[src/rtl/pipeline_sched_pkg.sv]
// rtl/pipeline_sched_pkg.sv - shared FSM encoding and default sizes for pipeline_sched
package pipeline_sched_pkg;

  localparam int N_CORE_DEF = 2;
  localparam int CNT_W_DEF  = 16;

  typedef enum logic [1:0] {
    ST_IDLE  = 2'd0,
    ST_RUN   = 2'd1,
    ST_HOLD  = 2'd2,
    ST_DRAIN = 2'd3
  } state_t;

endpackage

[src/rtl/pipeline_sched_core_slot.sv]
// rtl/pipeline_sched_core_slot.sv - per-core busy flag and sticky completion-protocol error
module core_slot (
  input  logic clk,
  input  logic rst,
  input  logic i_start,
  input  logic i_end,
  output logic o_busy,
  output logic o_err
);

  logic r_busy;
  logic r_err;

  always_ff @(posedge clk or negedge rst) begin
    if (!rst) begin
      r_busy <= 1'b0;
      r_err  <= 1'b0;
    end else begin
      // An issue only targets an idle core, so start and a valid end never collide
      if (i_start)
        r_busy <= 1'b1;
      else if (i_end)
        r_busy <= 1'b0;
      if (i_end && !r_busy)
        r_err <= 1'b1;
    end
  end

  assign o_busy = r_busy;
  assign o_err  = r_err;

endmodule

[src/rtl/pipeline_sched.sv]
// rtl/pipeline_sched.sv - round-robin tile issue scheduler across N_CORE compute cores
module pipeline_sched
  import pipeline_sched_pkg::*;
#(
  parameter int N_CORE = N_CORE_DEF,
  parameter int CNT_W  = CNT_W_DEF
) (
  input  logic              clk,
  input  logic              rst,
  input  logic              en,
  input  logic              init_signal,
  input  logic [CNT_W-1:0]  num_tiles,
  input  logic              activate_ready,
  input  logic              weight_ready,
  input  logic [N_CORE-1:0] core_end,
  output logic [N_CORE-1:0] start_core,
  output logic              start_load,
  output logic [N_CORE-1:0] core_busy,
  output logic              busy,
  output logic              done,
  output logic [CNT_W-1:0]  issued_cnt,
  output logic              err
);

  localparam int PTR_W = (N_CORE > 1) ? $clog2(N_CORE) : 1;

  state_t            r_state;
  logic [PTR_W-1:0]  r_ptr;
  logic [CNT_W-1:0]  r_num;
  logic [CNT_W-1:0]  r_issued;
  logic [N_CORE-1:0] r_start_core;
  logic              r_start_load;
  logic              r_busy;
  logic              r_done;

  logic              w_issue;
  logic [N_CORE-1:0] w_issue_vec;
  logic [N_CORE-1:0] w_slot_err;
  logic [CNT_W-1:0]  w_issued_nxt;
  logic [PTR_W-1:0]  w_ptr_nxt;

  // A busy core at the pointer stalls the job; it is never skipped
  assign w_issue      = (r_state == ST_RUN) && en && activate_ready && weight_ready &&
                        !core_busy[r_ptr] && (r_issued < r_num);
  assign w_issue_vec  = N_CORE'(w_issue) << r_ptr;
  assign w_issued_nxt = r_issued + CNT_W'(1);
  assign w_ptr_nxt    = (r_ptr == PTR_W'(N_CORE - 1)) ? '0 : r_ptr + PTR_W'(1);

  always_ff @(posedge clk or negedge rst) begin
    if (!rst) begin
      r_state      <= ST_IDLE;
      r_ptr        <= '0;
      r_num        <= '0;
      r_issued     <= '0;
      r_start_core <= '0;
      r_start_load <= 1'b0;
      r_busy       <= 1'b0;
      r_done       <= 1'b0;
    end else begin
      r_start_core <= w_issue_vec;
      r_start_load <= 1'b0;
      r_done       <= 1'b0;
      case (r_state)
        ST_IDLE: begin
          if (init_signal) begin
            if (num_tiles != '0) begin
              r_num        <= num_tiles;
              r_issued     <= '0;
              r_ptr        <= '0;
              r_start_load <= 1'b1;
              r_busy       <= 1'b1;
              r_state      <= ST_RUN;
            end else begin
              r_done <= 1'b1;
            end
          end
        end
        ST_RUN: begin
          if (w_issue) begin
            r_issued     <= w_issued_nxt;
            r_ptr        <= w_ptr_nxt;
            // Prefetch the next activation unless this was the job's last tile
            r_start_load <= (w_issued_nxt != r_num);
            r_state      <= ST_HOLD;
          end
        end
        ST_HOLD: begin
          r_state <= (r_issued == r_num) ? ST_DRAIN : ST_RUN;
        end
        ST_DRAIN: begin
          if (core_busy == '0) begin
            r_done  <= 1'b1;
            r_busy  <= 1'b0;
            r_state <= ST_IDLE;
          end
        end
        default: r_state <= ST_IDLE;
      endcase
    end
  end

  for (genvar k = 0; k < N_CORE; k++) begin : g_slot
    core_slot u_slot (
      .clk     (clk),
      .rst     (rst),
      .i_start (w_issue_vec[k]),
      .i_end   (core_end[k]),
      .o_busy  (core_busy[k]),
      .o_err   (w_slot_err[k])
    );
  end

  assign start_core = r_start_core;
  assign start_load = r_start_load;
  assign busy       = r_busy;
  assign done       = r_done;
  assign issued_cnt = r_issued;
  assign err        = |w_slot_err;

endmodule

[config.mk]
export PLATFORM = sky130hd
export DESIGN_NAME = pipeline_sched
export DESIGN_NICKNAME = d
export VERILOG_FILES = /design/src/rtl/pipeline_sched_pkg.sv /design/src/rtl/pipeline_sched_core_slot.sv /design/src/rtl/pipeline_sched.sv
export SDC_FILE = /design/constraint.sdc
export NUM_CORES = 1
export LEC_CHECK = 0
export CORE_ASPECT_RATIO = 1.75
export CORE_MARGIN = 2
export CORE_UTILIZATION = 25
export CTS_BUF_LIST = sky130_fd_sc_hd__clkbuf_4
export DETAILED_ROUTE_END_ITERATION = 16
export HOLD_SLACK_MARGIN = 0.02
export SYNTH_ARGS = -nofsm -noshare
export SYNTH_HDL_FRONTEND = slang
export SYNTH_SLANG_ARGS = --single-unit
export TNS_END_PERCENT = 50
[constraint.sdc]
create_clock -name clk -period 2.9 [get_ports clk]
set_clock_uncertainty 0.1 [all_clocks]
set_input_delay 0.87 -clock clk [delete_from_list [all_inputs] [get_ports clk]]
set_output_delay 0.87 -clock clk [all_outputs]
set_load 0.1 [all_outputs]
# ---- After elaboration in Yosys (flattened, before gate mapping)
# Cells that the tools add are included.
dict set report totals {
  ramBits 0
  memories 0
  reg_bits 44
  romBits 0
  latchBits 0
  out_inout_bits 24
}
dict set report classes {
  n_shift 1
  mux 33
  order_cmp 2
  bitwise 0
  n_addsub 2
  mul 0
  eq_ne 9
  div 0
  n_reduce_logical 22
}
# op count
set op_table {}
lappend op_table {{16-bit 2-to-1 mux} 3}
lappend op_table {{16-bit case mux with 2 select lines} 1}
lappend op_table {{1-bit 2-to-1 mux} 19}
lappend op_table {{16-bit by 1-bit adder with 16-bit output (second input constant)} 1}
lappend op_table {{16-bit equality test} 1}
lappend op_table {{16-bit < comparator} 1}
lappend op_table {{16-bit inequality test} 1}
lappend op_table {{16-bit nonzero test} 1}
lappend op_table {{4-bit AND reduction} 3}
lappend op_table {{2-bit 2-to-1 mux} 5}
lappend op_table {{2-bit inequality test (second input constant)} 4}
lappend op_table {{1-bit case mux with 2 select lines} 4}
lappend op_table {{2-bit case mux with 4 select lines} 1}
lappend op_table {{2-bit nonzero test} 4}
lappend op_table {{1-bit logical AND} 7}
lappend op_table {{2-bit equality test (second input constant)} 2}
lappend op_table {{2-bit logical NOT} 2}
lappend op_table {{1-bit logical NOT} 3}
lappend op_table {{3-bit AND reduction} 1}
lappend op_table {{2-bit by 1-bit equality test with 1-bit output (second input constant)} 1}
lappend op_table {{1-bit by 2-bit < comparator with 1-bit output (second input constant)} 1}
lappend op_table {{2-bit OR reduction} 1}
lappend op_table {{1-bit by 1-bit << shifter with 2-bit output} 1}
lappend op_table {{1-bit adder (second input constant)} 1}

# ---- Depth between registers and ports, before layout
# Gate-level depths: netlist of the first run.
dict set report depth {
  word_depth 8
  depth_mapped 9
}

# ---- Modules after synthesis
# A second synthesis of the first run with hierarchy kept.
dict set report hier_totals {
  cells_unflattened 336
  area_unflattened_um2 2952.8
}
# mod seq_area_each_um2 n_inst area_per_inst_um2 cells_per_inst
set by_module_without_submodules {}
lappend by_module_without_submodules {pipeline_sched 1001.0 1 2815.2 326}
lappend by_module_without_submodules {core_slot 50.0 2 68.8 5}

# ---- Worst setup path after synthesis of the first run
# No wires, ideal clock.
dict set report synth_path {
  path_type {register to register}
  start {register r_issued[14], in the netlist issued_cnt[14]}
  end {register r_issued[11], in the netlist issued_cnt[11]}
  arrival_time_ns 2.730
  slack_ns -0.056
  path_stages_with_launch 8
  synth_period_minus_slack_ns 2.956
  cell_sequence {dfrtp_1 > ha_1 > a21oi_1 > a21boi_0 > a211oi_4 > nand3_4 > o311a_1 > a221o_1}
}
dict set report synth_between {
  elab_chain_cells 4
}
# element line
set synth_rtl {}
lappend synth_rtl {{from (decl)} pipeline_sched.sv:30} ;# logic [CNT_W-1:0] r_issued;
lappend synth_rtl {{from (signal assigned)} pipeline_sched.sv:80} ;# r_issued <= w_issued_nxt;
lappend synth_rtl {{16-bit < comparator} pipeline_sched.sv:44} ;# !core_busy[r_ptr] && (r_issued < r_num);
lappend synth_rtl {{1-bit logical AND} pipeline_sched.sv:44}
lappend synth_rtl {{2-bit inequality test (no line)} n/a}
lappend synth_rtl {{4-bit AND reduction (no line)} n/a}
# Every way passes these cells.
# A chain may end at the register's enable or synchronous reset.

# ---- Worst setup path after layout of the first run
dict set report layout_path {
  start {input port num_tiles[1]}
  end {register r_issued[10], in the netlist issued_cnt[10]}
}
dict set report layout_between {
  elab_chain_cells 3
}
# element line
set layout_rtl {}
lappend layout_rtl {{from (decl)} pipeline_sched.sv:12} ;# input logic [CNT_W-1:0] num_tiles,
lappend layout_rtl {{16-bit nonzero test} pipeline_sched.sv:66} ;# if (num_tiles != '0) begin
lappend layout_rtl {{2-bit inequality test (no line)} n/a}
lappend layout_rtl {{4-bit AND reduction (no line)} n/a}
# Every way passes these cells.

==> results of run 1 <==
layout by cell type, fill, tap and decap left out, drive strengths merged, types with 2 or more instances in the layout:
master / Yosys / layout
a21oi: 12 / 12
or2: 2 / 2
o311ai: 6 / 6
a31oi: 7 / 7
nand2: 42 / 42
nor2: 14 / 14
nor4: 7 / 7
nand3: 11 / 11
xor2: 8 / 8
a311oi: 2 / 2
nand3b: 2 / 2
or3: 5 / 5
o22a: 2 / 2
dfrtp: 44 / 44
nand2b: 7 / 7
and4: 2 / 2
clkdlybuf4s50: 0 / 22
o211ai: 8 / 8
nor3b: 3 / 3
xnor2: 9 / 9
clkbuf: 15 / 5
o311a: 2 / 2
o21a: 4 / 4
o22ai: 4 / 4
mux2: 2 / 2
nor3: 5 / 5
buf: 5 / 84
inv: 29 / 30
a211oi: 2 / 2
ha: 21 / 21
nand4: 12 / 12
mux2i: 3 / 3
a221o: 2 / 2
a21o: 3 / 3
o21ai: 28 / 28
cells by family after synthesis:
group | count (synthesis) | share of synthesized area (%)
flip-flops | 44 | 36.4
AND/OR/NAND/NOR | 117 | 20.0
multiplexers | 5 | 1.86
AO/OA/AOI/OAI | 95 | 21.5
buffers and inverters | 49 | 6.66
adder cells (fa/ha/maj) | 21 | 8.68
XOR/XNOR | 17 | 4.92
area by class of cell:
type                    instances  area, µm²
diodes                          1       2.50
clock buffers                   5       37.5
clock inverters                 3       46.3
fillers                      1259       7870
inverters                      29        109
multi-input cells             255       1730
flip-flops and latches         44       1100
well taps                     137        171
repair buffers                106        861
layer usage:
metal,up-vias,GRT usage [%],wire length (µm)
met1,1456,16.3,3590
li1,1444,-,-
met2,65,29.9,5530
met5,-,0,0
met4,0,10.8,675
met3,30,1.88,298
flip-flops by register name, indices dropped and copies added (netlist names):
register	cells
r_num	16
r_state	2
issued_cnt	16
start_core	2
g_slot.u_slot.o_busy	2
start_load	1
busy	1
g_slot.u_slot.o_err	2
done	1
r_ptr	1
per-stage QoR:
step,instance area (µm²),std cells,setup slack (ns)
2_1_floorplan,3030,348,0.00614
3_3_place_gp,3980,571,-0.156
3_5_place_dp,3980,571,-0.200
4_1_cts,4060,579,0.214
5_1_grt,4060,580,0.0780
6_report,4060,580,0.216
critical path, stage by stage:
cell	delay, ns
clkdlybuf4s50_1	0.43
nor4_1	0.34
buf_4	0.19
and4_1	0.21
o21ai_1	0.08
buf_4	0.17
o21ai_0	0.10
buf_4	0.21
buf_12	0.11
nand2_1	0.07
o311ai_0	0.09
final timing paths:
kind                       slack, ns  cells after the start                               start                                 end
max reg2reg                     0.22                      7           issued_cnt[1]$_DFFE_PN0P_                start_load$_DFF_PN0_
max in group asynchronous       1.68                      2                                 rst           issued_cnt[5]$_DFFE_PN0P_
min reg2reg                     0.37                      1  g_slot[1].u_slot.o_err$_DFFE_PN0P_  g_slot[1].u_slot.o_err$_DFFE_PN0P_
min in group clk                0.37                      1  g_slot[1].u_slot.o_err$_DFFE_PN0P_  g_slot[1].u_slot.o_err$_DFFE_PN0P_
min                             0.25                      1                                 rst               r_num[15]$_DFFE_PN0P_
max                             0.22                     11                        num_tiles[1]          issued_cnt[10]$_DFFE_PN0P_
synthesized netlist by cell type (4+ instances only):
| cell | count |
|---|---|
| dfrtp_1 | 44 |
| nand2_1 | 42 |
| inv_1 | 29 |
| o21ai_0 | 27 |
| ha_1 | 21 |
| clkbuf_1 | 15 |
| nor2_1 | 14 |
| a21oi_1 | 12 |
| nand4_1 | 12 |
| nand3_1 | 10 |
| xnor2_1 | 9 |
| o211ai_1 | 8 |
| xor2_1 | 8 |
| a31oi_1 | 7 |
| nand2b_1 | 7 |
| nor4_1 | 7 |
| nor3_1 | 5 |
| o311ai_0 | 5 |
| o21a_1 | 4 |
| o22ai_1 | 4 |
| or3_1 | 4 |
where the power goes:
part	switching (mW)	total, mW	internal (mW)
logic	1.04	1.69	0.654
registers	0.156	0.935	0.779
clock network	0.242	0.426	0.184
total	1.44	3.05	1.62
==> flow_summary.yaml, run 1 <==
synth:
  synth_edf_count: 0
  synthFlopType: "dfrtp_1"
  synth_cells: 348
  async_reset_ff_share_pct: 100
  synth_area_um2: 3030
  syn_nets: 393
  ys_warn_count: 0
  synth.avg_cell_area_um2: 8.70
  yosysTopAreaCell: "dfrtp_1"
  synth-seq-cells: 44
  ys_seq_area_share_pct: 36.4
  synthDistinctLibCells: 60
  synth_top_area_share_pct: 36.4
  ys_top_cells_by_area: "dfrtp_1 (36%), ha_1 (8.7%), nand2_1 (5.2%), o21ai_0 (4.5%), inv_1 (3.6%)"
clock_tree:
  post_cts_resized: 0
  cts_hold_buf: 0
  post_cts_buffers: 0
  cts_root_buf: "clkbuf_4"
  tritoncts: "done"
  clk_pin_slew_ns: 0.15
  htreeDepth: 2
  cts_num_sinks: 44
  clock_path_buffers: 2
  clk_latency_ns: 0.39
  numCtsBuffers: 5
floorplan:
  start_util_pct: 25.4
  die-area_um2: 13000
  core_um2: 11900
  fp-row-count: 53
  io_pins: 48
  die_h_um: 150
  die_w_um: 87.2
grt:
  grt_max_degree: 31
  track_usage_pct: 16.1
  grt_pass1_vias: 3098
  grt.overflow.total: 0
  grt_pass1_wl_mm: 16.0
  antenna_found_initial: 1
status:
  status: "complete, no violations"
timing:
  period_minus_slack_ns: 2.68
  rsz0062_at_grt: "no"
  whs_ns: 0.251
  setup_tns_ns: 0
  finalSetupViolCount: 0
  worst_slew_pin_slew_ns: 0.756
  finalMaxSlewViolations: 0
  period_share_pct: 92.6
  fmaxAchievable_mhz: 373
  hold_violations: 0
  slew_headroom_pct: 49.0
worst_hold_path:
  hold_path.class: "in2async"
placed_design:
  dp.final_hpwl_mm: 8.24
  place_congestion: 0.905
  port_buffers: 47
layout:
  layout-drive-gt1-share_pct: 23.1
  final_nets: 486
  final_util_pct: 34.0
  area.growth.synth_to_final_pct: 34.2
critical_path:
  crit_path_start_kind: "primary input"
  critPathKind: "in2reg"
  critPathMaxFanout: 5
  critical_path_arrival_ns: 2.88
  required_ns: 3.09
  end_kind: "flop"
route:
  wl_per_cell_um: 17.4
  drt_iter0_markers: 131
  drtAntennaViolNets: 0
  post-route-drc-count: 0
  via_per_inst: 5.16
  vias: 2995
  first_pass_iters: 4
  drt-total-wl_mm: 10.1
power_and_ir_drop:
  p_leak_nw: 1.76
  p_total_mw: 3.05
  p_per_area_nw_per_um2: 751
  irDropWorstVdd_mv: 0.434
run:
  max_cap_viol_count: 0
(Power assumes the default switching activity.)
==> run 2: changes to the inputs <==
Settings changed: CELL_PAD_IN_SITES_DETAIL_PLACEMENT set to 1, CELL_PAD_IN_SITES_GLOBAL_PLACEMENT set to 2, PLACE_DENSITY_LB_ADDON set to 0.1.
==> run 2 against run 1 <==
Compared with the run above:
- fmax fell by 1.7%
- highest routed layer unchanged
- flip-flop and latch count unchanged
- die area did not move
- hold slack improved by 0.11 ns
- largest cell class unchanged
- via count rose by 0.93%
==> flow_summary.yaml, run 2 (synthesis results as in run 1) <==
critical_path:
  end_kind: "flop"
  worstPathCellList: "clkdlybuf4s50_1 -> nand4_1 -> or3_4 -> a211oi_4 -> nand3_4 -> a2111oi_0 -> a311o_1"
  rr_startpoint: "issued_cnt[1]$_DFFE_PN0P_"
  crit_path_start: "activate_ready"
  worstRegToRegCells: 7
  cpPeakStageDelay_ns: 0.55
  critPathMaxFanout: 9
  required_ns: 3.15
  r2r_end: "start_load$_DFF_PN0_"
  critical_path_arrival_ns: 2.98
  reg2reg_setup_slack_ns: 0.22
  slowest_stage: "a2111oi_0"
  crit_path_start_kind: "primary input"
  critPathKind: "in2reg"
  endpoint: "r_state[1]$_DFFE_PN0P_"
layout:
  fin_cells: 588
  area.growth.synth_to_final_pct: 35.7
  layout-drive-gt1-share_pct: 24.7
  final_cell_mix: "buf_4 (90), nand2_1 (42), dfrtp_1 (42)"
  layout_commonest_cell: "buf_4"
  final_nets: 494
placed_design:
  dp.final_hpwl_mm: 9.79
  place_congestion: 0.823
  placedCellCount: 579
  port_buffers: 47
floorplan:
  die_h_um: 150
  fp-row-count: 53
  core_um2: 11900
  die_w_um: 87.2
  start_util_pct: 25.4
  die-area_um2: 13000
  io_pins: 48
grt:
  grt.overflow.total: 0
  grt_pass1_wl_mm: 18.2
  grt_pass1_vias: 3246
  antenna_found_initial: 1
  grt_max_degree: 34
  track_usage_pct: 19.0
clock_tree:
  post_cts_buffers: 0
  clock_path_buffers: 2
  clk_latency_ns: 0.40
  cts_num_sinks: 44
  tritoncts: "done"
  cts_hold_buf: 0
  cts_root_buf: "clkbuf_4"
  htreeDepth: 2
  numCtsBuffers: 5
  clk_pin_slew_ns: 0.17
route:
  post-route-drc-count: 0
  drtAntennaViolNets: 0
  drt_iter0_markers: 114
  first_pass_iters: 5
  top_layer: "met4"
  via_per_inst: 5.14
  wl_per_cell_um: 20.4
  met3WireLength_um: 239
  routed-wl-met2_mm: 6.98
  drt-met1-wl_mm: 4.46
  vias: 3023
  drt-total-wl_mm: 12.0
worst_hold_path:
  hold_path.class: "in2async"
timing:
  rsz0062_at_grt: "no"
  fmaxAchievable_mhz: 366
  finalMaxSlewViolations: 0
  period_share_pct: 94.2
  period_minus_slack_ns: 2.73
  slew_headroom_pct: 57.6
  finalSetupViolCount: 0
  setup_tns_ns: 0
  hold_violations: 0
  worst_slew_pin_slew_ns: 0.636
power_and_ir_drop:
  p_leak_nw: 1.80
  irDropWorstVdd_mv: 0.455
  p_per_area_nw_per_um2: 728
status:
  status: "complete, no violations"
run:
  max_cap_viol_count: 0
[run 2: cell types whose count changed in the layout (fill, tap and decap cells not counted)]
cell	delta
o21ai_1	-1
clkinv_4	+1
clkinvlp_4	-1
buf_4	+8
inv_6	+1
bufinv_16	-1
o21ai_2	+1
[run 2: metal layers]
metal,up-vias,global-route usage (%)
met5,-,0
met4,0,7.15
met3,11,1.99
met2,50,37.4
met1,1497,19.9
li1,1465,-
[run 2: timing repair]
item	in CTS	in global routing
resized for setup	0	1
endpoints found under the setup margin	0	10
hold endpoints to repair	0	0
[run 2: worst max-delay path, delay by kind of cell]
| family | cells | cell delay [ns] |
|---|---|---|
| buffers and inverters | 1 | 0.45 |
| AOI/OAI and AO/OA | 3 | 1.01 |
| and+or+nand+nor | 3 | 0.64 |
[run 2: worst min path at each step]
stage | from | to | slack [ns] | cells after the start
3_3_place_gp | g_slot[1].u_slot.o_err$_DFFE_PN0P_ | g_slot[1].u_slot.o_err$_DFFE_PN0P_ | 0.34 | 1
4_1_cts | rst | issued_cnt[5]$_DFFE_PN0P_ | 0.37 | 1
6_report | rst | issued_cnt[5]$_DFFE_PN0P_ | 0.36 | 1
2_1_floorplan | g_slot[0].u_slot.o_err$_DFFE_PN0P_ | g_slot[0].u_slot.o_err$_DFFE_PN0P_ | 0.32 | 1
3_5_place_dp | g_slot[1].u_slot.o_err$_DFFE_PN0P_ | g_slot[1].u_slot.o_err$_DFFE_PN0P_ | 0.36 | 1
5_1_grt | rst | issued_cnt[5]$_DFFE_PN0P_ | 0.38 | 1
[run 2: layout make-up]
| type | count | area [µm²] |
|---|---|---|
| antenna | 1 | 2.50 |
| clock buffer | 5 | 37.5 |
| clock inverter | 3 | 26.3 |
| fill | 1433 | 7830 |
| inverter | 29 | 109 |
| multi-input combinational | 255 | 1740 |
| sequential | 44 | 1100 |
| tap | 137 | 171 |
| timing repair buffer | 114 | 921 |
[run 2: through the flow]
| step | setup WS, ns | util [%] | hold WS, ns | area, µm² | total power [mW] |
|---|---|---|---|---|---|
| global placement | -0.288 | 33.8 | 0.342 | 4040 | 2.64 |
| detailed placement | -0.379 | 33.8 | 0.362 | 4040 | 2.67 |
| global route | 0.0401 | 34.4 | 0.379 | 4110 | 3.22 |
| finish | 0.170 | 34.4 | 0.361 | 4110 | 2.99 |
| floorplan | 0.00614 | - | 0.320 | 3030 | 1.98 |
| CTS | 0.0478 | 34.4 | 0.368 | 4100 | 3.04 |
[run 2: power by group]
group / internal [mW] / leakage (nW) / switching, mW / total (mW)
registers: 0.779 / 0.564 / 0.152 / 0.931
logic: 0.622 / 1.20 / 1.08 / 1.70
clock network: 0.103 / 0.0362 / 0.255 / 0.358
==> run 3: changes to the inputs <==
Settings changed: PLACE_DENSITY set to 0.75, PLACE_DENSITY_LB_ADDON 0.1 to not set, REMOVE_ABC_BUFFERS set to 1.
==> run 3 against run 2 <==
Compared with the run above:
- power increased by 2.6%
- non-clock buffer count down 20
- flip-flop and latch count did not move
- via count down 2.0%
==> flow_summary.yaml, run 3 (synthesis results as in run 1) <==
placed_design:
  dpl_cell_area_um2: 3870
  place_congestion: 0.843
  port_buffers: 47
  dp.final_hpwl_mm: 8.73
  dp_slack_ns: -0.267
floorplan:
  core_um2: 11900
  die_w_um: 87.2
  fp-row-count: 53
  start_util_pct: 25.4
  io_pins: 48
  die-area_um2: 13000
  die_h_um: 150
power_and_ir_drop:
  p_leak_nw: 1.72
  internal_power_mw: 1.62
  p_seq_share_pct: 30.6
  p_per_area_nw_per_um2: 771
  combPwrFrac_pct: 53.4
  switching_share_pct: 47.2
  irDropWorstVdd_mv: 0.441
  clkPwrFrac_pct: 16.0
  p_switching_mw: 1.45
clock_tree:
  clk_pin_slew_ns: 0.15
  cts_root_buf: "clkbuf_4"
  cts_num_sinks: 44
  numCtsBuffers: 5
  clock_path_buffers: 2
  htreeDepth: 2
  tritoncts: "done"
  post_cts_buffers: 0
  clk_latency_ns: 0.39
critical_path:
  end_kind: "flop"
  reg2reg_setup_slack_ns: 0.18
  worstRegToRegCells: 10
  critPathKind: "reg2reg"
  r2r_end: "issued_cnt[11]$_DFFE_PN0P_"
  rr_startpoint: "r_num[7]$_DFFE_PN0P_"
  critical_path_arrival_ns: 2.92
  crit_path_start_kind: "flop"
  critPathMaxFanout: 8
  required_ns: 3.10
route:
  first_pass_iters: 4
  drt_iter0_markers: 184
  via_per_inst: 5.23
  drt-total-wl_mm: 10.9
  vias: 2964
  drtAntennaViolNets: 0
  wl_per_cell_um: 19.1
  post-route-drc-count: 0
grt:
  grt_pass1_vias: 3205
  grt_pass1_wl_mm: 17.5
  grt_max_degree: 34
  track_usage_pct: 17.7
  grt.overflow.total: 0
  antenna_found_initial: 1
timing:
  period_share_pct: 93.9
  rsz0062_at_grt: "no"
  hold_violations: 0
  finalMaxSlewViolations: 0
  period_minus_slack_ns: 2.72
  setup_ws_ns: 0.178
  slew_headroom_pct: 51.9
  fmaxAchievable_mhz: 367
  worst_slew_pin_slew_ns: 0.714
  finalSetupViolCount: 0
layout:
  layout_commonest_cell: "buf_4"
  final_cell_mix: "buf_4 (71), dfrtp_1 (44), nand2_1 (42)"
  final_util_pct: 33.3
  nFillCells: 1442
  layout-drive-gt1-share_pct: 20.5
  post-route-cell-area_um2: 3980
  final_nets: 474
  area.growth.synth_to_final_pct: 31.4
worst_hold_path:
  hold_path.class: "in2async"
status:
  status: "complete, no violations"
run:
  max_cap_viol_count: 0
## run 3: worst max-delay path by stage
| stage | start | end | slack, ns |
|---|---|---|---|
| detailed placement | weight_ready | issued_cnt[13]$_DFFE_PN0P_ | -0.27 |
| global route | r_num[7]$_DFFE_PN0P_ | issued_cnt[6]$_DFFE_PN0P_ | 0.01 |
| CTS | r_num[12]$_DFFE_PN0P_ | issued_cnt[11]$_DFFE_PN0P_ | 0.11 |
| global placement | activate_ready | issued_cnt[12]$_DFFE_PN0P_ | -0.25 |
| floorplan | issued_cnt[7]$_DFFE_PN0P_ | issued_cnt[11]$_DFFE_PN0P_ | -0.26 |
| finish | r_num[7]$_DFFE_PN0P_ | issued_cnt[11]$_DFFE_PN0P_ | 0.18 |
## run 3: power groups by stage
stage	Sequential, mW	Combinational (mW)	Clock [mW]
after global placement	0.949	1.61	0
after detailed placement	0.955	1.64	0
after floorplan	1.17	0.793	0
after global routing	0.960	1.79	0.522
after CTS	0.942	1.65	0.504
final	0.939	1.64	0.489
## run 3: worst max-delay path, stage by stage, from the launching register on
cell and delay [ns]:
dfrtp_1 0.42, inv_1 0.10, ha_1 0.30, nand2_1 0.12, o21ai_0 0.61, a211oi_4 0.14, buf_4 0.17, nand3_4 0.12
buf_4 0.19, nor3_1 0.07, a221o_1 0.29
## run 3: repair_timing
action                                  CTS  global route
hold buffers                              0             0
endpoints found under the setup margin    1             1
gates resized for setup                   1             1
## run 3: final cells by class
cell class              instances  area [µm²]  share of cell area [%]
inverters                      29         109                    2.74
repair buffers                 94         758                    19.1
well taps                     137         171                    4.31
clock inverters                 2        60.1                    1.51
diodes                          1        2.50                  0.0629
clock buffers                   5        37.5                   0.944
flip-flops and latches         44        1100                    27.7
multi-input cells             255        1740                    43.7
## run 3: stage by stage
stage	hold WS (ns)	TNS, ns	power (mW)	instances
after CTS	0.334	0	3.09	566
after floorplan	0.320	-1.24	1.96	328
after detailed placement	0.350	-4.18	2.59	559
after global routing	0.345	0	3.27	567
after global placement	0.332	-3.42	2.55	559
final	0.323	0	3.07	567
## run 3: layer usage
metal	vias up	part of all wire [%]	GRT usage, %
met2	44	56	33.0
met4	0	4.3	8.46
met3	20	1.7	1.88
li1	1423	-	-
met5	-	0	0
met1	1477	38	19.3
